$ cat config.mk
export PLATFORM = sky130hd
export DESIGN_NAME = comma_align_sipo
export DESIGN_NICKNAME = d
export VERILOG_FILES = /design/src/rtl/comma_align_sipo.sv
export SDC_FILE = /design/constraint.sdc
export NUM_CORES = 1
export LEC_CHECK = 0
export BUFFER_PORTS_ARGS = -buffer_cell sky130_fd_sc_hd__buf_2
export CAP_MARGIN = 0
export CORE_UTILIZATION = 45
export DETAILED_ROUTE_END_ITERATION = 16
export GPL_TIMING_DRIVEN = 1
export PLACE_DENSITY_LB_ADDON = 0.2
export SYNTH_ARGS = -nofsm -noshare
export SYNTH_HDL_FRONTEND = slang
export SYNTH_SLANG_ARGS = --single-unit
export TNS_END_PERCENT = 1
$ cat constraint.sdc
create_clock -name clk -period 5 [get_ports clk]
set_clock_uncertainty 0.05 [all_clocks]
set_input_delay 0.25 -clock clk [delete_from_list [all_inputs] [get_ports clk]]
set_output_delay 0.25 -clock clk [all_outputs]
set_load 0.03 [all_outputs]
$ cat src/rtl/comma_align_sipo.sv
// Receive-side SIPO for the 8b/10b link: hunts for K28.5 at any bit offset,
// locks after consistent commas and emits aligned 10-bit code groups.
module comma_align_sipo #(
  parameter int unsigned LOCK_COMMAS    = 2,
  parameter int unsigned MISALIGN_LIMIT = 3,
  parameter logic [9:0]  COMMA_NEG      = 10'h17C,
  parameter logic [9:0]  COMMA_POS      = 10'h283
) (
  input  logic       clk,
  input  logic       reset,
  input  logic       serial_in,
  input  logic       bit_en,
  output logic [9:0] word_out,
  output logic       word_valid,
  output logic       comma_det,
  output logic       locked
);

  typedef enum logic [1:0] {
    HUNT   = 2'd0,
    VERIFY = 2'd1,
    LOCKED = 2'd2
  } state_t;

  localparam logic [3:0] LOCK_TARGET = 4'(LOCK_COMMAS);
  localparam logic [3:0] BAD_TARGET  = 4'(MISALIGN_LIMIT);
  // A single-comma lock requirement makes every realignment re-enter LOCKED.
  localparam state_t     REALIGN_STATE = (LOCK_COMMAS == 1) ? LOCKED : VERIFY;

  state_t     state, state_n;
  logic [9:0] window, win_next;
  logic [3:0] bit_cnt, bit_cnt_n;
  logic [3:0] good_cnt, good_cnt_n;
  logic [3:0] bad_cnt, bad_cnt_n;
  logic       is_comma;
  logic       boundary;
  logic       emit;

  function automatic logic [3:0] sat_inc(input logic [3:0] v);
    return (v == 4'hF) ? v : v + 4'd1;
  endfunction

  always_comb begin
    win_next   = {serial_in, window[9:1]};
    is_comma   = (win_next == COMMA_NEG) || (win_next == COMMA_POS);
    boundary   = bit_en && (bit_cnt == 4'd9);
    emit       = boundary && (state == LOCKED);
    state_n    = state;
    bit_cnt_n  = bit_cnt;
    good_cnt_n = good_cnt;
    bad_cnt_n  = bad_cnt;

    if (bit_en) begin
      bit_cnt_n = (bit_cnt == 4'd9) ? '0 : bit_cnt + 4'd1;
      unique case (state)
        HUNT: begin
          if (is_comma) begin
            bit_cnt_n  = '0;
            good_cnt_n = 4'd1;
            state_n    = REALIGN_STATE;
          end
        end
        VERIFY: begin
          if (is_comma) begin
            if (boundary) begin
              good_cnt_n = sat_inc(good_cnt);
              if (sat_inc(good_cnt) == LOCK_TARGET) state_n = LOCKED;
            end else begin
              bit_cnt_n  = '0;
              good_cnt_n = 4'd1;
            end
          end
        end
        LOCKED: begin
          if (is_comma) begin
            if (boundary) begin
              bad_cnt_n = '0;
            end else if (sat_inc(bad_cnt) == BAD_TARGET) begin
              bit_cnt_n  = '0;
              good_cnt_n = 4'd1;
              bad_cnt_n  = '0;
              state_n    = REALIGN_STATE;
            end else begin
              bad_cnt_n = sat_inc(bad_cnt);
            end
          end
        end
        default: state_n = HUNT;
      endcase
    end
  end

  always_ff @(posedge clk) begin
    if (reset) begin
      state      <= HUNT;
      window     <= '0;
      bit_cnt    <= '0;
      good_cnt   <= '0;
      bad_cnt    <= '0;
      word_out   <= '0;
      word_valid <= 1'b0;
      comma_det  <= 1'b0;
      locked     <= 1'b0;
    end else begin
      state      <= state_n;
      bit_cnt    <= bit_cnt_n;
      good_cnt   <= good_cnt_n;
      bad_cnt    <= bad_cnt_n;
      locked     <= (state_n == LOCKED);
      word_valid <= emit;
      if (bit_en) window <= win_next;
      if (emit) begin
        word_out  <= win_next;
        comma_det <= is_comma;
      end
    end
  end

endmodule
==> results_dict.tcl, run 1 <==
set metrics [dict create \
    rsz0062_at_grt "no" \
    fmax_mhz 474.0 \
    drc_errors 0 \
    clkTransAtPathRegs_ns 0.07 \
    powerDensity_nw_per_um2 264.7 \
    drive_gt1_frac 0.1570 \
    antenna_cells 0 \
    worstPathRequired_ns 5.16 \
    setup_ws_ns 2.890 \
    grt_pass1_vias 1330 \
    syn-cell-area_um2 1759 \
    routabilityCongestion 0.7576 \
    crit_type "reg2reg" \
    synth-seq-cells 36 \
    yosys-top-cells-count "dfxtp_1, nand2_1, a21oi_1" \
    start_util 0.4734 \
    vias_per_cell 5.487 \
    clk_latency_ns 0.29 \
    postCtsSetupBuffers 0 \
    tightest_slew_ns 0.6585 \
    num_rows 22 \
    gr-total-overflow 0 \
    cts_num_sinks 36 \
    drt_wl_total_mm 3.500 \
    hold_violations 0 \
    ys_seq_area_frac 0.4097 \
    synth_cell_types 49 \
    fill_cells 386 \
    timing.reg2reg.worst_path_depth 6 \
    netlist_top_cells_area "dfxtp_1, nand2_1, a21oi_1, mux2i_1, o21ai_0" \
    place_ws_ns 2.872 \
    hold_path_startpoint "serial_in" \
    drt-pass1-iter-count 4 \
    status "completed" \
    fin_tns_setup_ns 0 \
    p_int_mw 0.3929 \
    postLayoutCellArea_um2 1944 \
    slew_headroom 0.5610 \
    clk_path_buf_depth 2 \
    cts_tree "done" \
    area_growth_pct 10.53 \
    drv_slew 0 \
    arrival_ns 2.27 \
    synth-warning-count 0 \
    grtUsageTotal 0.1924 \
    ant_nets 0 \
    die_w_um 64.53 \
    vias 1487 \
    dp_cells 263 \
    fin_cells 271 \
    port_buffers 16 \
    critPathLaunchType "flop" \
    routedWlPerCell_um 12.92 \
    power_leakage_nw 0.7303 \
    synth-async-reset-ratio 0 \
    timing.final.crit_share 0.4219 \
    grt_antenna_before_repair 0 \
    vdd_drop_max_v 0.0001746 \
    first_iter_violations 92 \
    crit_start "bad_cnt[0]" \
    numCtsBuffers 5 \
    fin_crit_ns 2.110 \
    finish.net_count 228 \
    grt_pass1_wl_mm 6.106 \
    die_area_um2 4163 \
    p_sw_mw 0.1218 \
    hold_path_class "in2reg" \
    synth_top_area_frac 0.4097 \
    cp_max_fo 7 \
    synth_area_leader_cell "dfxtp_1" \
    grt_max_degree 37 \
    dieHeight_um 64.53 \
    setup_viol 0 \
    holdBufCountCts 0 \
    ioPinCount 17 \
    netlist_instances 210 \
    seqPwrFrac 0.570 \
    end_kind "flop" \
    cap_violations 0 \
    cts_resized 0 \
    placed_area_um2 1857 \
    r2r-start "bad_cnt[0]" \
    dp_hpwl_mm 2.321 \
    synthFlopType "dfxtp_1" \
    pwr-share-clk 0.393 \
    swShare 0.2367 \
    min_path_cells 3 \
    avgSynthCellArea_um2 8.377 \
    power_frac_comb 0.037 \
    cts-root-buf "clkbuf_8" \
    h-tree-depth 2 \
    coreArea_um2 3716 \
    synth_edf_count 0 \
    yosysMostFrequentCell "dfxtp_1" \
    synth_nets 216 \
]
## worst paths after layout
kind | end | slack [ns]
worst min register to register | word_out[7] | 0.40
worst max register to register | good_cnt[3] | 2.89
worst min-delay path | word_out[9] | 0.20
worst max-delay path | good_cnt[3] | 2.89
## metal layers
layer,share of wire,global-route usage,wire (µm)
met1,0.51,0.2574,1801
met2,0.43,0.2803,1510
met3,0.029,0.04225,101
met4,0.025,0.1167,87
met5,0,0,0
## final cells by class
| cell class | count | area, µm² | area share |
|---|---|---|---|
| clock buffers | 5 | 68.82 | 0.03539 |
| clock inverters | 3 | 18.77 | 0.009653 |
| inverters | 4 | 15.01 | 0.007722 |
| multi-input cells | 158 | 973.4 | 0.5006 |
| flip-flops and latches | 36 | 720.7 | 0.3707 |
| well taps | 48 | 60.06 | 0.03089 |
| repair buffers | 17 | 87.58 | 0.04505 |
## flip-flops by register name, summed over array words and instances, names as in the netlist
signal,flops
bad_cnt,4
bit_cnt,4
window,9
comma_det,1
state,2
word_out,10
word_valid,1
locked,1
good_cnt,4
## power groups by stage
stage               registers [mW]  logic, mW  clock network [mW]
global placement             0.300     0.0187                   0
detailed placement           0.300     0.0189                   0
floorplan                    0.298     0.0167                   0
CTS                          0.293     0.0190               0.210
finish                       0.293     0.0190               0.202
global route                 0.294     0.0212               0.225
## critical path: stages, from the launching register on
cell      delay [ns]
dfxtp_1         0.36
ha_1            0.32
or4b_4          0.47
nor3_2          0.21
o221a_4         0.27
a41oi_2         0.13
a211oi_2        0.22
## cells by family (layout without fill, tap and decap cells)
family / count (synthesis) / in the layout / synth area share
xor+xnor: 2 / 2 / 0.009959
mux: 9 / 9 / 0.05121
compound gates: 57 / 57 / 0.2098
buf+inv: 16 / 29 / 0.03698
simple gates: 88 / 88 / 0.2681
fa+ha+maj: 2 / 2 / 0.01422
flops: 36 / 36 / 0.4097
## layout by cell type, fill, tap and decap left out, drive strengths merged, types with 2 or more instances in the layout
master / netlist / routed
ha: 2 / 2
a21oi: 23 / 23
o21ai: 15 / 15
inv: 4 / 4
mux2i: 9 / 9
nand3b: 4 / 4
clkinv: 0 / 3
a41oi: 2 / 2
clkbuf: 8 / 5
a21boi: 2 / 2
nand3: 5 / 5
and3: 3 / 3
buf: 4 / 17
nor4: 2 / 2
o211ai: 2 / 2
nor2b: 3 / 3
nor3: 6 / 6
a211oi: 6 / 6
nor2: 15 / 15
nand4: 2 / 2
dfxtp: 36 / 36
nand2b: 3 / 3
nor4bb: 3 / 3
nand2: 33 / 33
## stage by stage
stage	power, mW	hold WS [ns]	util
floorplan	0.3146	0.3360	-
global placement	0.3189	0.3923	0.4997
detailed placement	0.3189	0.3952	0.4997
CTS	0.5221	0.1825	0.5232
global route	0.5397	0.2105	0.5232
finish	0.5147	0.1980	0.5232
(Power assumes the default switching activity.)
==> run 2, diff against run 1 <==
==> constraint.sdc (replaced) <==
create_clock -name clk -period 2.1 [get_ports clk]
set_clock_uncertainty 0.05 [all_clocks]
set_input_delay 0.105 -clock clk [delete_from_list [all_inputs] [get_ports clk]]
set_output_delay 0.105 -clock clk [all_outputs]
set_load 0.03 [all_outputs]
==> results_dict.tcl, run 2 (synthesis results as in run 1) <==
set metrics [dict create \
    h-tree-depth 2 \
    port_buffers 16 \
    timing.reg2reg.worst_path_depth 6 \
    fmax_mhz 497.3 \
    area_growth_pct 13.30 \
    start_util 0.4734 \
    largest_registers "word_out: 10 flops, window: 9 flops" \
    drc_errors 0 \
    p_int_mw 0.9723 \
    fin_cells 276 \
    cap_violations 0 \
    die_w_um 64.53 \
    cts_resized 0 \
    pwr-share-clk 0.402 \
    mostFrequentLayoutCells "dfxtp_1, nand2_1, a21oi_1" \
    swShare 0.2201 \
    grt_max_degree 37 \
    power_frac_comb 0.037 \
    cts_num_sinks 36 \
    powerDensity_nw_per_um2 625.5 \
    seqPwrFrac 0.561 \
    post-route-util 0.5364 \
    power_leakage_nw 0.7545 \
    p_sw_mw 0.2743 \
    drt-pass1-iter-count 4 \
    routabilityCongestion 0.7637 \
    routedWlPerCell_um 12.59 \
    holdBufCountCts 0 \
    antenna_cells 0 \
    grt_pass1_wl_mm 6.051 \
    max_stage_delay_ns 0.47 \
    cts_tree "done" \
    fin_tns_setup_ns 0 \
    hold_path_startpoint "serial_in" \
    setup_viol 0 \
    hold_violations 0 \
    finish.net_count 233 \
    critical-path-slowest-cell "or4b_4" \
    ant_nets 0 \
    crit_buf_inv 0 \
    worstPathCellList "ha_1 > or4b_4 > nor3_2 > o221a_4 > a21boi_0 > o21ba_1" \
    top_register "word_out" \
    largest_reg_flops 10 \
    grtUsageTotal 0.1857 \
    drt_wl_total_mm 3.476 \
    drive_gt1_frac 0.1754 \
    crit_type "reg2reg" \
    worstPathRequired_ns 2.23 \
    grt_antenna_before_repair 0 \
    dp_hpwl_mm 2.388 \
    holdPathEnd "word_out[9]" \
    rsz0062_at_grt "yes" \
    first_iter_violations 82 \
    fin_crit_ns 2.011 \
    postCtsSetupBuffers 0 \
    clk_path_buf_depth 2 \
    slew_headroom 0.5588 \
    dieHeight_um 64.53 \
    final_common_cell "dfxtp_1" \
    gr-total-overflow 0 \
    num_rows 22 \
    coreArea_um2 3716 \
    dp_cells 268 \
    tightest_slew_ns 0.6619 \
    cts-root-buf "clkbuf_8" \
    vias_per_cell 5.413 \
    hold_path_class "in2reg" \
    rrSetupSlack_ns 0.09 \
    vias 1494 \
    clkTransAtPathRegs_ns 0.07 \
    r2r-start "bad_cnt[1]" \
    arrival_ns 2.14 \
    status "completed" \
    end_kind "flop" \
    timing.final.crit_share 0.9575 \
    die_area_um2 4163 \
    cp_max_fo 6 \
    regToRegEndpoint "good_cnt[1]" \
    critPathTopFamily "simple AND/OR/NAND/NOR gates" \
    drv_slew 0 \
    numCtsBuffers 5 \
    min_path_cells 3 \
    clk_latency_ns 0.28 \
    fill_cells 375 \
    vdd_drop_max_v 0.0004681 \
    ioPinCount 17 \
    grt_pass1_vias 1385 \
    critPathLaunchType "flop" \
]
-- run 2: cell types whose count changed in the layout (fill, tap and decap cells not counted), sizes merged --
cell,previous run,this run
clkinv,3,0
clkbuf,5,7
clkinvlp,0,1
buf,17,22
-- run 2: how the worst max path moves through the flow --
stage,start,end,cells after the start
after floorplan,bad_cnt[0],good_cnt[3],6
after global placement,bad_cnt[1],good_cnt[3],6
after detailed placement,bad_cnt[1],good_cnt[1],6
after CTS,bad_cnt[1],good_cnt[3],6
after global routing,bad_cnt[1],good_cnt[3],6
final,bad_cnt[1],good_cnt[1],6
-- run 2: final cells by class --
type	count	area [µm²]	share of cell area
flip-flops and latches	36	720.7	0.3616
multi-input cells	158	978.4	0.4909
repair buffers	22	125.1	0.06277
inverters	4	15.01	0.007533
clock inverters	1	7.507	0.003766
clock buffers	7	86.33	0.04331
well taps	48	60.06	0.03013
-- run 2: worst register-to-register path: stages, from the launching register on --
cell      delay (ns)
dfxtp_1         0.33
ha_1            0.31
or4b_4          0.47
nor3_2          0.20
o221a_4         0.25
a21boi_0        0.11
o21ba_1         0.19
-- run 2: power groups by stage --
stage / clock network (mW) / logic, mW / registers, mW
floorplan: 0 / 0.0397 / 0.709
global placement: 0 / 0.0467 / 0.714
detailed placement: 0 / 0.0470 / 0.714
CTS: 0.517 / 0.0470 / 0.699
global route: 0.547 / 0.0521 / 0.700
finish: 0.501 / 0.0465 / 0.699
-- run 2: per-layer routing --
layer,track usage,vias to the layer above,wire (µm)
met2,0.3039,18,1539
met3,0.04754,4,103
met1,0.2343,687,1789
li1,-,785,-
met4,0.06667,0,44
met5,0,-,0
-- run 2: stage by stage --
step	setup slack, ns	instance area [µm²]	power [mW]	hold WS (ns)
final	0.08918	1993	1.247	0.05115
after global placement	0.1292	1894	0.7612	0.3467
after global routing	-0.004854	1993	1.300	0.09788
after detailed placement	0.08562	1894	0.7613	0.3524
after CTS	0.06606	1988	1.263	0.04151
after floorplan	0.1643	1759	0.7491	0.1910
==> run 3, diff against run 2 <==
--- a/config.mk
+++ b/config.mk
@@ -11,6 +11,7 @@
 export DETAILED_ROUTE_END_ITERATION = 16
 export GPL_TIMING_DRIVEN = 1
 export PLACE_DENSITY_LB_ADDON = 0.2
+export RECOVER_POWER = 25
 export SYNTH_ARGS = -nofsm -noshare
 export SYNTH_HDL_FRONTEND = slang
 export SYNTH_SLANG_ARGS = --single-unit
==> results_dict.tcl, run 3 (synthesis results as in run 1) <==
set metrics [dict create \
    timing.reg2reg.worst_path_depth 6 \
    seqPwrFrac 0.561 \
    fin_crit_ns 2.011 \
    critPathLaunchType "flop" \
    power_leakage_nw 0.7457 \
    arrival_ns 2.14 \
    grtUsageTotal 0.1857 \
    final_common_cell "dfxtp_1" \
    clkTransAtPathRegs_ns 0.07 \
    routabilityCongestion 0.7637 \
    cap_violations 0 \
    vias 1494 \
    swShare 0.2200 \
    largest_registers "word_out: 10 flops, window: 9 flops" \
    die_area_um2 4163 \
    grt_antenna_before_repair 0 \
    hold_violations 0 \
    drive_gt1_frac 0.1667 \
    cts-root-buf "clkbuf_8" \
    drt-pass1-iter-count 4 \
    h-tree-depth 2 \
    drv_slew 0 \
    hold_path_class "in2reg" \
    port_buffers 16 \
    critPathTopFamily "simple AND/OR/NAND/NOR gates" \
    post-route-util 0.5357 \
    postLayoutCellArea_um2 1991 \
    first_iter_violations 82 \
    placed_area_um2 1894 \
    drt_wl_total_mm 3.476 \
    num_rows 22 \
    finish.net_count 233 \
    ioPinCount 17 \
    ant_nets 0 \
    holdBufCountCts 0 \
    tightest_slew_ns 0.6619 \
    grt_max_degree 37 \
    start_util 0.4734 \
    setup_viol 0 \
    critical-path-slowest-cell "or4b_4" \
    mostFrequentLayoutCells "dfxtp_1, nand2_1, a21oi_1" \
    largest_reg_flops 10 \
    timing.final.crit_share 0.9576 \
    vdd_drop_max_v 0.0004681 \
    crit_type "reg2reg" \
    die_w_um 64.53 \
    crit_buf_inv 0 \
    pwr-share-clk 0.402 \
    fmax_mhz 497.3 \
    status "completed" \
    cts_resized 0 \
    dieHeight_um 64.53 \
    dp_hpwl_mm 2.388 \
    vias_per_cell 5.413 \
    r2r-start "bad_cnt[1]" \
    worstPathCellList "ha_1 > or4b_4 > nor3_2 > o221a_4 > a21boi_0 > o21ba_1" \
    rsz0062_at_grt "yes" \
    holdPathEnd "word_out[9]" \
    end_kind "flop" \
    power_frac_comb 0.037 \
    gr-total-overflow 0 \
    cts_tree "done" \
    drc_errors 0 \
    slew_headroom 0.5588 \
    routedWlPerCell_um 12.59 \
    clk_path_buf_depth 2 \
    rrSetupSlack_ns 0.09 \
    regToRegEndpoint "good_cnt[1]" \
    top_register "word_out" \
    fin_cells 276 \
    max_stage_delay_ns 0.47 \
    p_sw_mw 0.2742 \
    worstPathRequired_ns 2.23 \
    cts_num_sinks 36 \
    antenna_cells 0 \
    dp_cells 268 \
    powerDensity_nw_per_um2 626.2 \
    min_path_cells 3 \
    grt_pass1_wl_mm 6.051 \
    worstSetupPathDepth 6 \
    grt_pass1_vias 1385 \
    coreArea_um2 3716 \
    clk_latency_ns 0.28 \
    p_int_mw 0.9723 \
    numCtsBuffers 5 \
    hold_path_startpoint "serial_in" \
    cp_max_fo 6 \
    area_growth_pct 13.16 \
    postCtsSetupBuffers 0 \
]
## run 3: final cells by class
| type | count | area [µm²] |
|---|---|---|
| fillers | 375 | 1725 |
| multi-input cells | 158 | 978.4 |
| flip-flops and latches | 36 | 720.7 |
| repair buffers | 22 | 122.6 |
| clock buffers | 7 | 86.33 |
| well taps | 48 | 60.06 |
| inverters | 4 | 15.01 |
| clock inverters | 1 | 7.507 |
## run 3: worst register-to-register path: cells and delay by family (launching register included)
kind / cells / cell delay, ns
AND/OR/NAND/NOR: 2 / 0.67
AO/OA/AOI/OAI: 3 / 0.55
flip-flops: 1 / 0.33
adder cells (fa/ha/maj): 1 / 0.31
## run 3: worst max path at each step
stage                from           to  slack (ns)
2_1_floorplan  bad_cnt[0]  good_cnt[3]        0.16
3_3_place_gp   bad_cnt[1]  good_cnt[3]        0.13
3_5_place_dp   bad_cnt[1]  good_cnt[1]        0.09
4_1_cts        bad_cnt[1]  good_cnt[3]        0.07
5_1_grt        bad_cnt[1]  good_cnt[3]      -0.005
6_report       bad_cnt[1]  good_cnt[1]        0.09
## run 3: stage by stage
step | power (mW) | setup TNS [ns] | hold WS, ns | setup slack [ns]
2_1_floorplan | 0.7491 | 0 | 0.1910 | 0.1643
3_3_place_gp | 0.7612 | 0 | 0.3467 | 0.1292
3_5_place_dp | 0.7613 | 0 | 0.3524 | 0.08562
4_1_cts | 1.263 | 0 | 0.04151 | 0.06606
5_1_grt | 1.300 | -0.007012 | 0.09788 | -0.004854
6_report | 1.247 | 0 | 0.05115 | 0.08907
## run 3: power by group through the flow
stage          combinational, mW  clock [mW]  sequential (mW)
2_1_floorplan             0.0397           0            0.709
3_3_place_gp              0.0467           0            0.714
3_5_place_dp              0.0470           0            0.714
4_1_cts                   0.0470       0.517            0.699
5_1_grt                   0.0521       0.547            0.700
6_report                  0.0465       0.501            0.699
## run 3: per-layer routing
metal,vias to the layer above,wire (µm),GRT usage
met2,18,1539,0.3039
met4,0,44,0.06667
li1,785,-,-
met1,687,1790,0.2343
met3,4,102,0.04754
met5,-,0,0
